[src/rtl/dac_frame_serializer.sv]
// dac_frame_serializer
// Captures a 16-bit DAC frame (control byte + data byte) on a sample tick and
// shifts it out MSB-first as two 8-bit bursts. Each burst is announced by a
// one-cycle LD_pdata pulse. The bursts are separated by GAP_CYCLES idle cycles.
// Every output is a register of the current state, so outputs trail the state
// by one cycle. This gives a fixed 1-cycle tick-to-LD_pdata latency.
module dac_frame_serializer #(
  parameter int GAP_CYCLES = 2  // idle cycles between the two bytes, 1..15
) (
  input  logic       clk,
  input  logic       RST_N,
  input  logic       tick,
  input  logic [7:0] ctrl_byte,
  input  logic [7:0] data_byte,
  output logic       LD_pdata,
  output logic       sdata,
  output logic       shift_en,
  output logic       busy,
  output logic       frame_done,
  output logic       tick_overrun
);

  typedef enum logic [2:0] {
    IDLE,
    LOAD_HI,
    SHIFT_HI,
    GAP,
    LOAD_LO,
    SHIFT_LO,
    DONE
  } state_t;

  localparam logic [3:0] GAP_LAST = 4'(GAP_CYCLES - 1);

  state_t      state;
  state_t      state_nxt;
  logic [15:0] hold;       // {ctrl, data} frozen for the whole frame
  logic [7:0]  shreg;
  logic [2:0]  bit_cnt;
  logic [3:0]  gap_cnt;
  logic        ovr_flag;   // sticky overrun, mirrored to tick_overrun
  logic        accept;
  logic        shifting;

  // A tick starts a frame only from IDLE or DONE; anywhere else it is an overrun.
  assign accept   = tick && ((state == IDLE) || (state == DONE));
  assign shifting = (state == SHIFT_HI) || (state == SHIFT_LO);

  // State register.
  always_ff @(posedge clk) begin
    // NOTE: sequential state uses non-blocking (<=) so every register samples
    // pre-edge values; blocking here would create order-dependent races.
    if (!RST_N) state <= IDLE;
    else        state <= state_nxt;
  end

  // Next-state decode for the frame sequence.
  always_comb begin
    // NOTE: default assigned first so every path drives state_nxt; a missing
    // branch would otherwise infer a latch.
    state_nxt = state;
    case (state)
      IDLE:     if (tick) state_nxt = LOAD_HI;
      LOAD_HI:  state_nxt = SHIFT_HI;
      SHIFT_HI: if (bit_cnt == 3'd7) state_nxt = GAP;
      GAP:      if (gap_cnt == GAP_LAST) state_nxt = LOAD_LO;
      LOAD_LO:  state_nxt = SHIFT_LO;
      SHIFT_LO: if (bit_cnt == 3'd7) state_nxt = DONE;
      DONE:     state_nxt = tick ? LOAD_HI : IDLE;
      default:  state_nxt = IDLE;
    endcase
  end

  // Datapath: frame capture, shift register, bit/gap counters, overrun flag.
  always_ff @(posedge clk) begin
    if (!RST_N) begin
      hold     <= '0;
      shreg    <= '0;
      bit_cnt  <= '0;
      gap_cnt  <= '0;
      ovr_flag <= 1'b0;
    end else begin
      if (accept) hold <= {ctrl_byte, data_byte};

      case (state)
        LOAD_HI: begin
          shreg   <= hold[15:8];
          bit_cnt <= '0;
        end
        LOAD_LO: begin
          shreg   <= hold[7:0];
          bit_cnt <= '0;
        end
        SHIFT_HI, SHIFT_LO: begin
          shreg   <= {shreg[6:0], 1'b0};
          bit_cnt <= bit_cnt + 3'd1;
        end
        default: ;
      endcase

      // Gap counter runs only inside GAP and restarts from 0 on every entry.
      gap_cnt <= (state == GAP) ? gap_cnt + 4'd1 : 4'd0;

      if (tick && !accept) ovr_flag <= 1'b1;
    end
  end

  // Output registers, decoded from the current state.
  always_ff @(posedge clk) begin
    if (!RST_N) begin
      LD_pdata     <= 1'b0;
      sdata        <= 1'b0;
      shift_en     <= 1'b0;
      busy         <= 1'b0;
      frame_done   <= 1'b0;
      tick_overrun <= 1'b0;
    end else begin
      LD_pdata     <= (state == LOAD_HI) || (state == LOAD_LO);
      shift_en     <= shifting;
      sdata        <= shifting ? shreg[7] : 1'b0;
      busy         <= (state != IDLE);
      frame_done   <= (state == DONE);
      tick_overrun <= ovr_flag;
    end
  end

endmodule

[config.mk]
export PLATFORM = sky130hd
export DESIGN_NAME = dac_frame_serializer
export DESIGN_NICKNAME = d
export VERILOG_FILES = /design/src/rtl/dac_frame_serializer.sv
export SDC_FILE = /design/constraint.sdc
export NUM_CORES = 1
export LEC_CHECK = 0
export BUFFER_PORTS_ARGS = -buffer_cell sky130_fd_sc_hd__buf_2
export CAP_MARGIN = 30
export CORE_UTILIZATION = 50
export CTS_BUF_LIST = sky130_fd_sc_hd__clkbuf_4 sky130_fd_sc_hd__clkbuf_8
export CTS_CLUSTER_SIZE = 16
export DETAILED_ROUTE_END_ITERATION = 10
export GPL_TIMING_DRIVEN = 0
export PLACE_DENSITY = 0.69
export SETUP_SLACK_MARGIN = 0.1
export SYNTH_ARGS = -nofsm -noshare
export SYNTH_HDL_FRONTEND = slang
export SYNTH_SLANG_ARGS = --single-unit
[constraint.sdc]
create_clock -name clk -period 4.3 [get_ports clk]
set_clock_uncertainty 0.05 [all_clocks]
set_input_delay 0 -clock clk [delete_from_list [all_inputs] [get_ports clk]]
set_output_delay 0 -clock clk [all_outputs]
set_load 0.01 [all_outputs]
== Word-level counts from Yosys, hierarchy flattened ==
Index checks and enable logic that the tools add are counted.

* Flip-flop bits (word level): 41
* Bits of input ports: 19
* Output and inout port bits: 6
* Logic and storage cells: 49

* Add/subtract/negate cells: 2
* Equal/unequal tests: 12
* Mux-type cells: 8
* Reduce and logical (&&, ||, !) cells: 15

{| class="wikitable"
|+ Operators with widths
! cell !! count
|-
| $pmux W8 S3 || 1
|-
| $pmux W3 S7 || 1
|-
| $eq A3 B3 Y1 const B || 4
|-
| $mux W3 || 4
|-
| $eq A3 B2 Y1 const B || 2
|-
| $pmux W3 S2 || 1
|-
| $reduce_bool A3 Y1 || 2
|-
| $add A4 B1 Y4 const B || 1
|-
| $eq A4 B1 Y1 const B || 1
|-
| $ne A2 B1 Y1 const B || 2
|-
| $ne A2 B2 Y1 const B || 2
|-
| $reduce_and A2 Y1 || 2
|-
| $reduce_and A4 Y1 || 1
|-
| $reduce_or A2 Y1 || 2
|-
| $add A3 B1 Y3 const B || 1
|-
| $eq A3 B1 Y1 const B || 1
|-
| $logic_not A3 Y1 || 1
|-
| $logic_or A1 B1 Y1 || 3
|-
| $logic_and A1 B1 Y1 || 2
|-
| $reduce_bool A2 Y1 || 1
|-
| $logic_not A1 Y1 || 1
|-
| $mux W1 || 1
|}

== Longest topological paths before layout ==
Gate-level depths: netlist of run 1.

* Depth in word-level cells: 5
* Mapped depth: 6
* Depth with buffers taken out: 5

== Worst setup path before layout of run 1 ==
Ideal clock, no wire load.

* Path kind: reg-to-reg
* From: register state[0]
* To: register state[0]
* Library setup time: 0.074 ns
* Data arrival time: 1.258 ns
* Required time: 4.176 ns
* Setup slack: 2.918 ns
* Stages on the path, launching flop included: 6
* Path buffers: 2
* Clock period less this slack: 1.382 ns
* Cell sequence: dfxtp_1 -> buf_6 -> buf_8 -> or3b_4 -> a21o_1 -> a31oi_2

* Longest elaborated chain between the ends: 3
* Elaborated cells between the ends (all ways): 13
* Those cells by class: eq/ne (10); mux (1); reduce/logical (2)

{| class="wikitable"
|+ RTL lines
! element !! RTL line !! text
|-
| from (decl) || 35 || <nowiki>state_t state;</nowiki>
|-
| from (signal assigned) || 54 || <nowiki>else state <= state_nxt;</nowiki>
|-
| $eq A3 B2 Y1 (tied with other cells) || 62 || <nowiki>case (state)</nowiki>
|-
| $ne A2 B2 Y1 (no source line) / $ne A2 B1 Y1 (equally long branches) || n/a ||
|-
| $reduce_and A4 Y1 (no source line) || n/a ||
|}

Several ways; a longest one is shown, not always the timed one.
A chain may end at the register's enable or synchronous reset.

== Worst setup path in the final report of run 1 ==
* From: register state[2]
* To: register hold[13]

* Longest elaborated chain between the ends: 3
* Elaborated cells between the ends (all ways): 4
* Those cells by class: eq/ne (1); reduce/logical (3)

{| class="wikitable"
|+ RTL lines
! element !! RTL line !! text
|-
| $eq A3 B3 Y1 / $logic_not A3 Y1 (equally long branches) || 46 || <nowiki>assign accept = tick && ((state == IDLE) || (state == DONE));</nowiki>
|-
| $logic_or A1 B1 Y1 * || 46 ||
|-
| $logic_and A1 B1 Y1 * || 46 ||
|-
| to (signal assigned) || 83 || <nowiki>if (accept) hold <= {ctrl_byte, data_byte};</nowiki>
|-
| to (decl) || 37 || <nowiki>logic [15:0] hold;</nowiki>
|}

Mark *: on every way between the ends. The rest lies on a longest branch, timed or not.

==> impl_metrics.py, run 1 <==
metrics = {
    "routing": {
        "num_vias": 1623,
        "ant_nets": 0,
        "avgRoutedWirePerCell_um": 14.0,
        "via_per_inst": 5.34,
        "first_iter_violations": 106,
        "wirelength_um": 4250,
        "drcViolationCount": 0,
        "first_pass_iters": 4,
    },
    "clocking": {
        "cts-buffers-inserted": 5,
        "cts_buffer_depth": 2,
        "root_buffer": "clkbuf_8",
        "clock_latency_ps": 300,
        "ctsResizeCount": 0,
        "clk_pin_slew_worst_paths_ps": 80,
        "clock_sinks": 41,
        "htreeDepth": 2,
        "cts_tree": "yes",
    },
    "worst_setup_path": {
        "start_kind": "register",
        "cp-end-kind": "register",
        "crit_buf_inv": 2,
        "slowest_delay_ps": 380,
        "critical-path-top-delay-family": "simple AND/OR/NAND/NOR gates",
        "cp_slowest_cell": "dfxtp_1",
        "path_max_fanout": 10,
        "path_class": "reg -> reg",
        "worstPathCellList": "and2b_4 -> nor4b_2 -> buf_4 -> buf_8 -> mux2i_1",
        "critPathArrivalTime_ps": 1710,
        "cp.required_ps": 4480,
    },
    "power": {
        "p_leak_nw": 0.998,
        "p_sw_uw": 278,
        "irDropWorstVdd_uv": 211,
        "power_frac_seq_pct": 44.3,
        "total_power_mw": 1.00,
        "power_density_mw_per_mm2": 402,
        "p_sw_share_pct": 27.7,
        "internal_power_uw": 726,
        "p_comb_share_pct": 24.3,
        "pwr-share-clk_pct": 31.5,
    },
    "layout": {
        "fin_nets": 278,
        "mostFrequentLayoutCell": "dfxtp_1",
        "synthToLayoutAreaGrowth_pct": 22.9,
        "mostFrequentLayoutCells": "dfxtp_1 (41), nand2_1 (35), buf_2 (30)",
        "diodes": 0,
        "drive_gt1_share_pct": 22.7,
    },
    "placement": {
        "hpwlAfterDp_um": 2750,
        "io_buffers": 24,
        "gp_congestion": 0.743,
    },
    "flow_run": {
        "cap_viol_max_count": 0,
    },
    "logic_synthesis": {
        "synth_ff_type": "dfxtp_1",
        "ys.warnings.count": 0,
        "synth_area_leaders": "dfxtp_1 (40%), mux2i_1 (13%), mux4_2 (7.8%)",
        "synthArstFlopShare_pct": 0,
        "synth_nets": 230,
        "yosysSeqAreaShare_pct": 40.4,
        "ys_types": 45,
        "syn_avg_cell_area_um2": 9.81,
        "yosysTopAreaCellShare_pct": 40.4,
        "synth_edf_count": 0,
        "yosysTopAreaCell": "dfxtp_1",
        "yosys_register_bits": 41,
        "syn-instance-count": 207,
        "syn_area_mm2": 0.00203,
    },
    "global_route": {
        "grt_max_degree": 14,
        "grt_pass1_wl_um": 7300,
        "track_usage_pct": 23.1,
        "gr-total-overflow": 0,
        "antenna_found_initial": 0,
        "first_global_vias": 1514,
    },
    "floorplan": {
        "core-area_mm2": 0.00377,
        "initial_core_util_pct": 53.8,
        "die_h_um": 65.7,
        "die_area_mm2": 0.00432,
        "pin_count": 25,
        "die_width_um": 65.7,
        "num_rows": 22,
    },
    "sta": {
        "min_period_ps": 1530,
        "setup_tns_ps": 0,
        "drv_slew": 0,
        "worst_pin_slew_ps": 581,
        "rsz0062_at_grt": "no",
        "fin_crit_sh_pct": 35.6,
        "finalHoldViolCount": 0,
        "finalSetupViolCount": 0,
        "maxSlewHeadroom_pct": 60.7,
        "max_freq_ghz": 0.654,
    },
    "outcome": {
        "outcome": "complete, no violations",
    },
    "hold_path": {
        "min_path_type": "in -> reg",
    },
}
-- power groups by stage --
stage / Clock (mW) / Combinational (mW) / Sequential (mW)
global route: 0.340 / 0.268 / 0.449
detailed placement: 0 / 0.232 / 0.453
global placement: 0 / 0.227 / 0.452
finish: 0.316 / 0.244 / 0.444
floorplan: 0 / 0.183 / 0.448
CTS: 0.324 / 0.244 / 0.444
-- synth_stat cells, drive strengths merged, types with 4 or more instances --
| cell | instances |
|---|---|
| and2 | 4 |
| buf | 13 |
| mux4 | 7 |
| o21ai | 5 |
| nand2 | 35 |
| a211oi | 7 |
| nand3 | 6 |
| dfxtp | 41 |
| ha | 4 |
| mux2i | 26 |
| nor2 | 13 |
| clkbuf | 5 |
| inv | 4 |
-- worst min-delay path, stage by stage --
cell and delay (ps):
buf_2 130, inv_1 150, a21oi_2 60
-- area by class of cell --
class	count	area, um^2
timing repair buffer	41	290
multi-input combinational	144	1070
sequential	41	821
fill	294	1270
clock buffer	6	76.3
inverter	4	15.0
clock inverter	2	38.8
buffer	18	120
tap	48	60.1
-- final timing paths --
path / startpoint / end / slack (ps) / cells after the start
max: state[2] / hold[13] / 2770 / 5
min: RST_N / shift_en / 40 / 3
max reg2reg: state[2] / hold[13] / 2770 / 5
min reg2reg: ovr_flag / ovr_flag / 390 / 2
-- flip-flops by register name, summed over array words and instances (netlist names) --
name and cells:
shift_en 1, shreg 8, busy 1, hold 16
state 3, tick_overrun 1, sdata 1, ovr_flag 1
bit_cnt 3, frame_done 1, LD_pdata 1, gap_cnt 4
-- stage by stage --
step	cell area (um^2)	hold WS [ps]	util, %	setup slack, ps	std cells
3_3_place_gp	2210	200	58.6	2770	279
6_report	2500	36.0	66.2	2770	304
4_1_cts	2500	28.1	66.2	2750	304
3_5_place_dp	2210	204	58.6	2760	279
5_1_grt	2500	50.1	66.2	2670	304
2_1_floorplan	2030	92.1	-	2920	207
-- layer usage --
layer	part of all wire (%)	track usage, %	vias to the layer above
li1	-	-	815
met1	48	31.9	761
met2	45	34.7	40
met3	4.8	5.21	7
met4	1.6	8.97	0
met5	0	0	-
-- kinds of logic (layout without fill, tap and decap cells) --
group / Yosys count / count (layout) / share of synthesized area (%)
multiplexers: 34 / 34 / 21.1
adder cells (fa/ha/maj): 4 / 4 / 2.46
AO/OA/AOI/OAI: 29 / 29 / 10.2
flip-flops: 41 / 41 / 40.4
buffers and inverters: 22 / 71 / 6.65
XOR/XNOR: 4 / 4 / 1.73
AND/OR/NAND/NOR: 73 / 73 / 17.4
-- repair_timing --
action,CTS,global route
setup buffers,0,0
endpoints found under the hold margin,17,0
hold buffers,17,0
(Power assumes the default switching activity.)
==> inputs of run 2 (changes only) <==
Settings changed: PLACE_DENSITY 0.69 to 0.72.
Clock period 4.3 ns to 1.3 ns, I/O delays scaled along.
==> run 2 against run 1 <==
Compared with the run above: the run now ends with negative setup slack left; clock power increased to 3.9 times the previous value; cell count increased by 6.3%; sequential power increased to 3.3 times the previous value; register-to-register slack got worse by 3000 ps; wire length increased by 24%; via count increased by 8.7%; core utilization increased by 13 points; first-iteration DRC count increased by 27%; largest cell class unchanged; largest power group unchanged.
==> impl_metrics.py, run 2 (synthesized netlist as in run 1, its figures left out) <==
metrics = {
    "outcome": {
        "outcome": "finished with violations",
        "violations": "negative setup slack",
    },
    "power": {
        "irDropWorstVdd_uv": 936,
        "p_leak_nw": 1.18,
        "power_density_mw_per_mm2": 1330,
    },
    "worst_setup_path": {
        "critPathArrivalTime_ps": 1590,
        "cp-end-kind": "register",
        "path_max_fanout": 7,
        "cp.required_ps": 1410,
        "cp_slowest_cell": "mux4_2",
        "crit_buf_inv": 2,
        "path_common_cell": "buf_8",
        "worstPathCellList": "buf_8 -> buf_8 -> mux4_2 -> nor2_2 -> a211oi_1",
        "start_kind": "register",
        "critical-path-top-delay-family": "multiplexers",
        "slowest_delay_ps": 510,
        "path_class": "reg -> reg",
    },
    "floorplan": {
        "initial_core_util_pct": 53.8,
        "die_h_um": 65.7,
        "die_area_mm2": 0.00432,
        "core-area_mm2": 0.00377,
        "num_rows": 22,
        "pin_count": 25,
        "die_width_um": 65.7,
    },
    "routing": {
        "ant_nets": 0,
        "first_iter_violations": 135,
        "num_vias": 1765,
        "via_per_inst": 5.46,
        "avgRoutedWirePerCell_um": 16.3,
        "first_pass_iters": 4,
        "wirelength_um": 5260,
        "drcViolationCount": 0,
    },
    "sta": {
        "drv_slew": 0,
        "fin_ws_ps": -182,
        "max_freq_ghz": 0.675,
        "rsz0062_at_grt": "yes",
        "timing.hold.ws_ps": 101,
        "finalHoldViolCount": 0,
        "worst_pin_slew_ps": 642,
        "min_period_ps": 1480,
        "maxSlewHeadroom_pct": 57.2,
        "finalSetupViolCount": 31,
        "fin_crit_sh_pct": 114,
    },
    "layout": {
        "mostFrequentLayoutCells": "dfxtp_1 (37), nand2_1 (35), mux2i_1 (25)",
        "fill_cells": 222,
        "seq_area_um2": 828,
        "reg_top3": "hold (16), shreg (8), gap_cnt (4)",
        "top_register": "hold",
        "drive_gt1_share_pct": 39.6,
        "synthToLayoutAreaGrowth_pct": 47.9,
        "multiInputGateArea_mm2": 0.00124,
        "mostFrequentLayoutCell": "dfxtp_1",
        "diodes": 0,
        "largest_reg_flops": 16,
        "post-route-util_pct": 79.6,
        "fin_nets": 297,
    },
    "clocking": {
        "cts-buffers-inserted": 5,
        "htreeDepth": 2,
        "cts_tree": "yes",
        "cts_buffer_depth": 2,
        "clk_pin_slew_worst_paths_ps": 80,
        "root_buffer": "clkbuf_8",
        "clock_sinks": 41,
        "clock_latency_ps": 290,
    },
    "global_route": {
        "gr-total-overflow": 0,
        "grt_max_degree": 14,
        "track_usage_pct": 25.3,
        "grt_pass1_wl_um": 8160,
        "antenna_found_initial": 0,
        "first_global_vias": 1711,
    },
    "flow_run": {
        "cap_viol_max_count": 0,
    },
    "placement": {
        "hpwlAfterDp_um": 2650,
        "gp_congestion": 0.766,
        "io_buffers": 24,
    },
    "hold_path": {
        "min_path_type": "in -> reg",
    },
}
-- run 2: cell count changes in the layout (fill, tap and decap cells not counted), moves of 3 or more --
cell      before  now
nor2_2         0    7
a211oi_2       0    3
buf_6          2   16
dfxtp_1       41   37
buf_2         30   24
dfxtp_2        0    3
a211oi_1       7    4
buf_4          2    5
nor2_1        13    4
-- run 2: metrics by stage --
| step | instance area [um^2] | setup TNS (ps) | instances | worst slack (ps) | power, mW |
|---|---|---|---|---|---|
| finish | 3000 | -3820 | 323 | -182 | 4.00 |
| global route | 3000 | -5590 | 323 | -240 | 4.17 |
| CTS | 2820 | -2720 | 321 | -128 | 3.78 |
| detailed placement | 2220 | -3620 | 279 | -204 | 2.26 |
| global placement | 2220 | -3210 | 279 | -193 | 2.26 |
| floorplan | 2040 | -773 | 207 | -56.5 | 2.09 |
-- run 2: power by group --
group	switching (mW)	internal, mW	total [mW]
registers	0.0931	1.39	1.48
logic	0.559	0.741	1.30
clock network	0.454	0.763	1.22
total	1.11	2.89	4.00
-- run 2: area by class of cell --
class | instances | share of cell area (%)
well taps | 48 | 2.00
inverters | 4 | 0.500
clock buffers | 5 | 2.29
flip-flops and latches | 41 | 27.6
repair buffers | 60 | 18.0
multi-input cells | 144 | 41.4
plain buffers | 18 | 6.04
clock inverters | 3 | 2.17
-- run 2: layer usage --
metal	part of all wire (%)	track usage [%]	vias to the layer above	wire (um)
met1	45	32.3	846	2380
met3	3.7	3.99	9	195
met4	0.88	6.25	0	46
li1	-	-	861	-
met5	0	0	-	0
met2	50	43.9	49	2630
-- run 2: final timing paths --
path                                from  endpoint  slack [ps]  cells after the start
worst max-delay path            state[0]  shreg[4]        -180                      5
worst min-delay path                tick  state[0]         100                      3
worst max register to register  state[0]  shreg[4]        -180                      5
worst min register to register   hold[3]   hold[3]         410                      2
-- run 2: worst min-delay path: stages --
cell,delay (ps)
buf_2,120
o21bai_1,110
a31oi_2,170
-- run 2: repair_timing --
| item | CTS | global route |
|---|---|---|
| buffers inserted | 15 | 2 |
| pin swaps | 14 | 10 |
| hold buffers | 17 | 0 |
| endpoints found under the hold margin | 17 | 0 |
| setup endpoints to repair | 40 | 40 |
| gates cloned | 2 | 1 |
| resized for setup | 28 | 41 |
